[src/rtl/multi_scale_pkg.sv]
// Shared types and helpers for the multi-coefficient shift-add scaler.
//   state_t       : sequencer state (IDLE waits for a sample, EMIT streams products)
//   DEFAULT_COEFS : packed default coefficient vector, index 0 in the low nibble
//   clog2_min1    : index width helper that never returns 0
package multi_scale_pkg;

    typedef enum logic {
        IDLE = 1'b0,
        EMIT = 1'b1
    } state_t;

    // Coefficients 1,3,7,8 for indices 0..3.
    localparam logic [15:0] DEFAULT_COEFS = {4'd8, 4'd7, 4'd3, 4'd1};

    // A single-coefficient build still needs a 1-bit out_idx port.
    function automatic int clog2_min1(input int n);
        return (n <= 2) ? 1 : $clog2(n);
    endfunction

endpackage

[src/rtl/shift_add_mul.sv]
// Combinational unsigned multiplier built only from shifts and adds.
//   sample  : DATA_W-bit unsigned multiplicand
//   coef    : COEF_W-bit unsigned multiplier
//   product : DATA_W+COEF_W-bit result, cannot overflow
module shift_add_mul #(
    parameter int DATA_W = 8,
    parameter int COEF_W = 4,
    localparam int OUT_W = DATA_W + COEF_W
) (
    input  logic [DATA_W-1:0] sample,
    input  logic [COEF_W-1:0] coef,
    output logic [OUT_W-1:0]  product
);

    // acc[k] holds the partial sum over coefficient bits below k.
    logic [COEF_W:0][OUT_W-1:0] acc;

    assign acc[0] = '0;

    for (genvar k = 0; k < COEF_W; k++) begin : g_term
        assign acc[k+1] = acc[k] + (coef[k] ? (OUT_W'(sample) << k) : OUT_W'(0));
    end

    assign product = acc[COEF_W];

endmodule

[src/rtl/multi_scale_seq.sv]
// Accepts one unsigned sample over valid/ready and emits NUM_COEF scaled
// products, one per output beat, in coefficient-index order.
//   clk, rst                  : clock, synchronous active-high reset
//   in_data/in_valid/in_ready : sample handshake (in_ready is combinational)
//   out_data/out_idx/out_last : registered product, its coefficient index,
//                               and end-of-sample marker
//   out_valid/out_ready       : output handshake with backpressure
// A new sample is taken on the same edge that retires the last product, so
// back-to-back samples stream without a bubble.
module multi_scale_seq
    import multi_scale_pkg::*;
#(
    parameter int DATA_W   = 8,
    parameter int COEF_W   = 4,
    parameter int NUM_COEF = 4,
    parameter logic [NUM_COEF*COEF_W-1:0] COEFS = DEFAULT_COEFS,
    localparam int OUT_W = DATA_W + COEF_W,
    localparam int IDX_W = clog2_min1(NUM_COEF)
) (
    input  logic              clk,
    input  logic              rst,
    input  logic [DATA_W-1:0] in_data,
    input  logic              in_valid,
    output logic              in_ready,
    output logic [OUT_W-1:0]  out_data,
    output logic [IDX_W-1:0]  out_idx,
    output logic              out_last,
    output logic              out_valid,
    input  logic              out_ready
);

    state_t              state, state_d;
    logic [DATA_W-1:0]   sample_q;
    logic                accept;
    logic                advance;
    logic                load;
    logic [IDX_W-1:0]    next_idx;
    logic                next_last;
    logic [DATA_W-1:0]   mul_sample;
    logic [COEF_W-1:0]   coef_sel;
    logic [OUT_W-1:0]    product;

    // in_ready in EMIT depends on out_ready so the last beat and the next
    // sample can share one edge.
    always_comb begin
        in_ready = 1'b0;
        if (!rst) begin
            if (state == IDLE) in_ready = 1'b1;
            else               in_ready = out_last && out_ready;
        end
    end

    assign accept  = in_valid && in_ready;
    assign advance = (state == EMIT) && out_ready && !out_last;
    assign load    = accept || advance;

    // The product for the beat about to be registered: index 0 of the
    // incoming sample on accept, otherwise the next index of the held one.
    assign next_idx   = accept ? '0 : out_idx + IDX_W'(1);
    assign next_last  = (next_idx == IDX_W'(NUM_COEF - 1));
    assign mul_sample = accept ? in_data : sample_q;

    always_comb begin
        coef_sel = '0;
        for (int i = 0; i < NUM_COEF; i++) begin
            if (next_idx == IDX_W'(i)) coef_sel = COEFS[i*COEF_W +: COEF_W];
        end
    end

    shift_add_mul #(
        .DATA_W (DATA_W),
        .COEF_W (COEF_W)
    ) u_mul (
        .sample  (mul_sample),
        .coef    (coef_sel),
        .product (product)
    );

    always_comb begin
        state_d = state;
        case (state)
            IDLE: if (accept) state_d = EMIT;
            EMIT: if (out_ready && out_last) state_d = accept ? EMIT : IDLE;
            default: state_d = IDLE;
        endcase
    end

    always_ff @(posedge clk) begin
        if (rst) begin
            state     <= IDLE;
            sample_q  <= '0;
            out_idx   <= '0;
            out_data  <= '0;
            out_last  <= 1'b0;
            out_valid <= 1'b0;
        end else begin
            state     <= state_d;
            out_valid <= (state_d == EMIT);
            if (accept) sample_q <= in_data;
            if (load) begin
                out_idx  <= next_idx;
                out_data <= product;
                out_last <= next_last;
            end
        end
    end

endmodule
[config.mk]
export PLATFORM = sky130hd
export DESIGN_NAME = multi_scale_seq
export DESIGN_NICKNAME = d
export VERILOG_FILES = /design/src/rtl/multi_scale_pkg.sv /design/src/rtl/shift_add_mul.sv /design/src/rtl/multi_scale_seq.sv
export SDC_FILE = /design/constraint.sdc
export NUM_CORES = 1
export LEC_CHECK = 0
export BUFFER_PORTS_ARGS = -buffer_cell sky130_fd_sc_hd__buf_2
export CAP_MARGIN = 40
export CORE_UTILIZATION = 47
export CTS_CLUSTER_DIAMETER = 80
export DETAILED_ROUTE_END_ITERATION = 8
export PLACE_DENSITY = 0.76
export SETUP_SLACK_MARGIN = 0.05
export SLEW_MARGIN = 20
export SYNTH_ARGS = -nofsm -noshare
export SYNTH_HDL_FRONTEND = slang
export SYNTH_SLANG_ARGS = --single-unit
[constraint.sdc]
create_clock -name clk -period 4.45 [get_ports clk]
set_input_delay 0.2225 -clock clk [delete_from_list [all_inputs] [get_ports clk]]
set_output_delay 0.2225 -clock clk [all_outputs]
set_load 0.1 [all_outputs]
## After elaboration in Yosys (flattened, before gate mapping)

Cells that the tools add are included.

- Bits in registers: 24
- Input port bits: 12
- Output and inout port bits: 17

- Equal/unequal tests: 3
- $add $sub $neg: 4
- Muxes and demuxes: 15
- Bitwise operators: 1
- Reductions and logical operators: 7

Operators with widths:

| cell | count |
|---|---|
| $mux W8 | 2 |
| $add A12 B10 Y12 | 1 |
| $add A12 B11 Y12 | 1 |
| $add A12 B12 Y12 | 1 |
| $mux W4 | 3 |
| $mux W11 | 1 |
| $mux W10 | 1 |
| $mux W9 | 1 |
| $mux W1 | 5 |
| $eq A2 B2 Y1 const B | 2 |
| $logic_and A1 B1 Y1 | 4 |
| $add A2 B1 Y2 const B | 1 |
| $eq A2 B1 Y1 const B | 1 |
| $logic_not A2 Y1 | 1 |
| $mux W2 | 1 |
| $pmux W1 S2 | 1 |
| $logic_not A1 Y1 | 1 |
| $logic_or A1 B1 Y1 | 1 |
| $not A1 Y1 | 1 |

## Longest topological paths before layout

- Depth after elaboration: 14
- Mapped depth: 19
- Mapped depth without buffers: 18

## Modules after synthesis

From an unflattened synthesis, not the netlist that was laid out.

- Cell total of the unflattened synthesis: 250
- Area total of the unflattened synthesis: 2255.9 um^2

Modules (own cells, without submodules):

| module | times used | seq. area each (um^2) | cells an instance | area an instance (um^2) |
|---|---|---|---|---|
| multi_scale_seq | 1 | 480.5 | 120 | 1287.5 |
| shift_add_mul | 1 | 0.0 | 130 | 968.4 |

## Least setup slack after synthesis

OpenSTA, ideal clock, no wires.

- Path type: register to register
- Start point: register state
- End point: register out_data[11]
- Setup time: 0.086 ns
- Arrival time: 4.767 ns
- Slack: -0.402 ns
- Cell stages (with the launch flop): 18
- Required time: 4.364 ns
- Cell sequence: dfxtp_1 > a21boi_2 > nor3_4 > buf_4 > or2_2 > ha_1 > or2_1 > fa_1 > fa_1 > inv_1 > ha_1 > inv_1 > fa_1 > nand2b_1 > a21oi_1 > o21ai_0 > xor2_1 > a211oi_1

- Cells in the longest elaborated chain, start to end: 13
- Elaborated cells on any way between the ends: 23
- Those cells by class: add/sub (3); eq/ne (3); mux (12); reduce/logical (5)

RTL lines:

| item | RTL line | text |
|---|---|---|
| from (decl) | multi_scale_seq.sv:32 | `state_t state, state_d;` |
| from (signal assigned) | multi_scale_seq.sv:97 | `state <= state_d;` |
| $mux W1 | multi_scale_seq.sv:48 | `if (state == IDLE) in_ready = 1'b1;` |
| $mux W1 | multi_scale_seq.sv:47 | `if (!rst) begin` |
| $logic_and A1 B1 Y1 | multi_scale_seq.sv:53 | `assign accept = in_valid && in_ready;` |
| $mux W2 | multi_scale_seq.sv:59 | `assign next_idx = accept ? '0 : out_idx + IDX_W'(1);` |
| $logic_not A2 Y1 | multi_scale_seq.sv:66 | `if (next_idx == IDX_W'(i)) coef_sel = COEFS[i*COEF_W +: COEF_W];` |
| $mux W1 | multi_scale_seq.sv:66 |  |
| $mux W4 (3 in a row) | multi_scale_seq.sv:66 |  |
| $mux W8 | shift_add_mul.sv:21 | `assign acc[k+1] = acc[k] + (coef[k] ? (OUT_W'(sample) << k) : OUT_W'(0));` |
| $add A12 B12 Y12 | shift_add_mul.sv:21 |  |
| $add A12 B10 Y12 | shift_add_mul.sv:21 |  |
| $add A12 B11 Y12 | shift_add_mul.sv:21 |  |
| to (signal assigned) | multi_scale_seq.sv:102 | `out_data <= product;` |
| to (decl) | multi_scale_seq.sv:25 | `output logic [OUT_W-1:0] out_data,` |

Parallel ways exist; a longest one is shown, timed or not.
A chain may end at the register's enable or synchronous reset.

## Final worst setup path

Same ends and word-level chain as after synthesis.

==> metrics.md <==
| Metric | Value |
|---|---|
| Placed Instance Area | `2050 um2` |
| Routed len/inst | `around 12 um` |
| First-pass GRT wire length | `between 6 and 7 mm` |
| Register bit total from synthesis | `24` |
| Tmin final | `4.19 ns` |
| Vias in the first global route | `between 1000 and 1500` |
| Synth top area share | `about a quarter` |
| Fill cells | `around 340` |
| Fmax | `about 240 MHz` |
| Post-CTS Setup Bufs | `0` |
| Crit-path max FO | `8` |
| I/O Buffers | `28` |
| Hpwl dp | `2.85 mm` |
| Die height | `64.9 um` |
| Mapped Nets | `roughly 260` |
| Fin area | `roughly 2200 um2` |
| Routed WL | `around 3.6 mm` |
| Hold WC Path Type | `in -> reg` |
| Setup crit end | `out_data[11]` |
| Total Negative Setup Slacks | `0 ns` |
| Core area | `approximately 3700 um2` |
| Clk Latency, worst-skew pair | `about 0.26 ns` |
| Number of diodes | `0` |
| Antenna violations before repair | `0` |
| Clock buffer depth | `2` |
| R2R Path Start | `state` |
| DRT antenna net count | `0` |
| Starting Density | `about half` |
| Crit-path max cell delay | `between 0.5 and 0.6 ns` |
| Reg2Reg Capture Point | `out_data[11]` |
| Reg2reg path depth | `17` |
| TritonRoute pass-1 iters | `4` |
| Critical-path cell list | `a21boi_4 > nor3_4 > or2_2 > ha_2 > nor2_1 > fa_1 > inv_1 > fa_1 > inv_1 > ha_1 > inv_1 > fa_1 > nand2b_1 > a21oi_1 > o21ai_0 > xor2_1 > a211oi_1` |
| Via count | `1516` |
| Vias/cell | `between 5 and 6` |
| Setup slack, reg-to-reg | `between 0.2 and 0.3 ns` |
| Worst Path Required | `4.63 ns` |
| Number of synthesized flops with an enable pin | `0` |
| Worst Max-Slew Pin Slew | `0.639 ns` |
| Synthesis warning total | `0` |
| Proportion of layout cells with a drive suffix above 1 | `between 10% and 20%` |
| Synth Instances | `about 220` |
| Slew Limit Headroom | `57.4%` |
| Clock root buffer | `clkbuf_8` |
| Cell Pwr Density | `between 200 and 300 nW/um2` |
| Synth async-reset ratio | `0%` |
| P_leak | `around 1.0 nW` |
| Worst setup path startpoint | `state` |
| Final Hold Vio Count | `0` |
| H-tree depth | `1` |
| WHS Path Cells | `3` |
| Initial DRC count | `85` |
| Syn-to-layout area delta | `15.7%` |
| CP Data Arrival Time | `approximately 4.4 ns` |
| Rows | `22` |
| GP Congestion | `around 0.80` |
| Syn avg cell area | `roughly 8.5 um2` |
| CTS Buf Count | `3` |
| Die width | `64.9 um` |
| Nets | `290` |
| Synth top area cells | `dfxtp_1 26%, fa_1 14%, ha_1 11%` |
| # Max-Cap Violations | `0` |
| Unrepaired setup endpoints after global routing | `false` |
| Number of remaining DRC errors | `0` |
| CTS tree | `built` |
| Clock skew | `around 0.0017 ns` |
| Post-synthesis cell area | `1860 um2` |
| GR Overflow Total | `0` |
| Most frequent cells in the layout | `29 x nor2_1, 28 x buf_2, 25 x inv_1` |
| Sequential area share after synthesis | `25.8%` |
| Yosys cell types | `37` |
| CTS clk-pin slew, worst paths | `roughly 0.08 ns` |
| Period utilisation layout | `between 90 and 100%` |
| Gr usage total | `approximately a fifth` |
| Outcome | `finished clean` |
| CP Launch Type | `flop` |
| CP endpoint kind | `flop` |
| Commonest non-fill, non-tap cell in the layout | `nor2_1` |
| Tot Pwr | `roughly 560 uW` |
| Die area | `around 4200 um2` |
| CP max-delay cell | `fa_1` |
| Top_reg_cell synth | `dfxtp_1` |
| I/O pin count | `29` |
| Endpoints failing setup | `0` |
| Largest net degree at the start of global routing | `31` |
| Clock Sinks | `24` |
| Fin. max-slew vios | `0` |
| Largest area contributor in the netlist | `dfxtp_1` |
| Crit Path Class | `reg -> reg` |
| Peak VDD IR | `~0.00010 V` |
through the flow:
stage	instances	hold WS, ns	setup slack (ns)	util [%]
after floorplan	219	0.342	0.105	-
after global placement	291	0.436	0.240	54.8
after detailed placement	291	0.442	0.161	54.8
after CTS	295	0.219	0.121	56.3
after global routing	295	0.239	0.0569	57.6
final	295	0.214	0.265	57.6
critical path: cells and delay by family, from the launching register on:
family                   cells  cell delay [ns]
AO/OA/AOI/OAI                4             0.76
XOR/XNOR                     1             0.16
adder cells (fa/ha/maj)      5             1.96
buffers and inverters        3             0.19
flip-flops                   1             0.36
AND/OR/NAND/NOR              4             0.66
how the worst min path moves through the flow:
stage | from | end | slack [ns]
2_1_floorplan | in_valid | state | 0.34
3_3_place_gp | out_data[0] | out_data[0] | 0.44
3_5_place_dp | out_data[0] | out_data[0] | 0.44
4_1_cts | in_valid | state | 0.22
5_1_grt | in_valid | state | 0.24
6_report | in_valid | state | 0.21
per-layer routing:
metal / GRT usage, % / part of all wire [%] / wire [um] / up-vias
li1: - / - / - / 769
met1: 23.6 / 45 / 1640 / 719
met2: 34.2 / 51 / 1830 / 23
met3: 2.11 / 2.3 / 84 / 5
met4: 6.67 / 1.6 / 57 / 0
met5: 0 / 0 / 0 / -
flip-flops by register name, indices dropped and copies added, names as in the netlist:
| signal | count |
|---|---|
| out_data | 12 |
| out_idx | 2 |
| out_last | 1 |
| sample_q | 8 |
| state | 1 |
timing repair:
action | CTS | global route
setup endpoints to repair | 0 | 4
gates resized for setup | 0 | 9
hold buffers | 0 | 0
endpoints found under the hold margin | 0 | 0
synthesized netlist by cell type (all sizes together), types with 2 or more instances:
cell type	number
a211oi	3
a21o	2
a21oi	16
buf	3
clkbuf	3
dfxtp	24
fa	13
ha	17
inv	26
mux2i	8
nand2	14
nand2b	8
nand3	4
nand3b	4
nor2	29
nor2b	12
nor3	2
o211ai	3
o21ai	3
o31ai	2
or2	9
xnor2	2
xor2	2
layout make-up:
cell class                      count  area [um2]  area share, %
Multi-Input combinational cell    163        1300           60.4
Sequential cell                    24         485           22.5
Timing Repair Buffer               30         155           7.20
Inverter                           26        97.6           4.53
Tap cell                           48        60.1           2.79
Clock buffer                        4        55.1           2.56
report_power, final:
part	leakage (nW)	switching (mW)	internal (mW)
Sequential	0.196	0.00587	0.225
Combinational	0.804	0.134	0.0540
Clock	0.0288	0.0663	0.0789
Total	1.03	0.206	0.358
cell families after synthesis:
kind of cell / after synthesis / share of synthesized area, %
compound gates: 34 / 11.4
xor+xnor: 4 / 1.88
fa+ha+maj: 30 / 25.4
buf+inv: 32 / 6.79
flops: 24 / 25.8
mux: 9 / 4.91
simple gates: 86 / 23.8
Power figures use the tool's default switching activity.
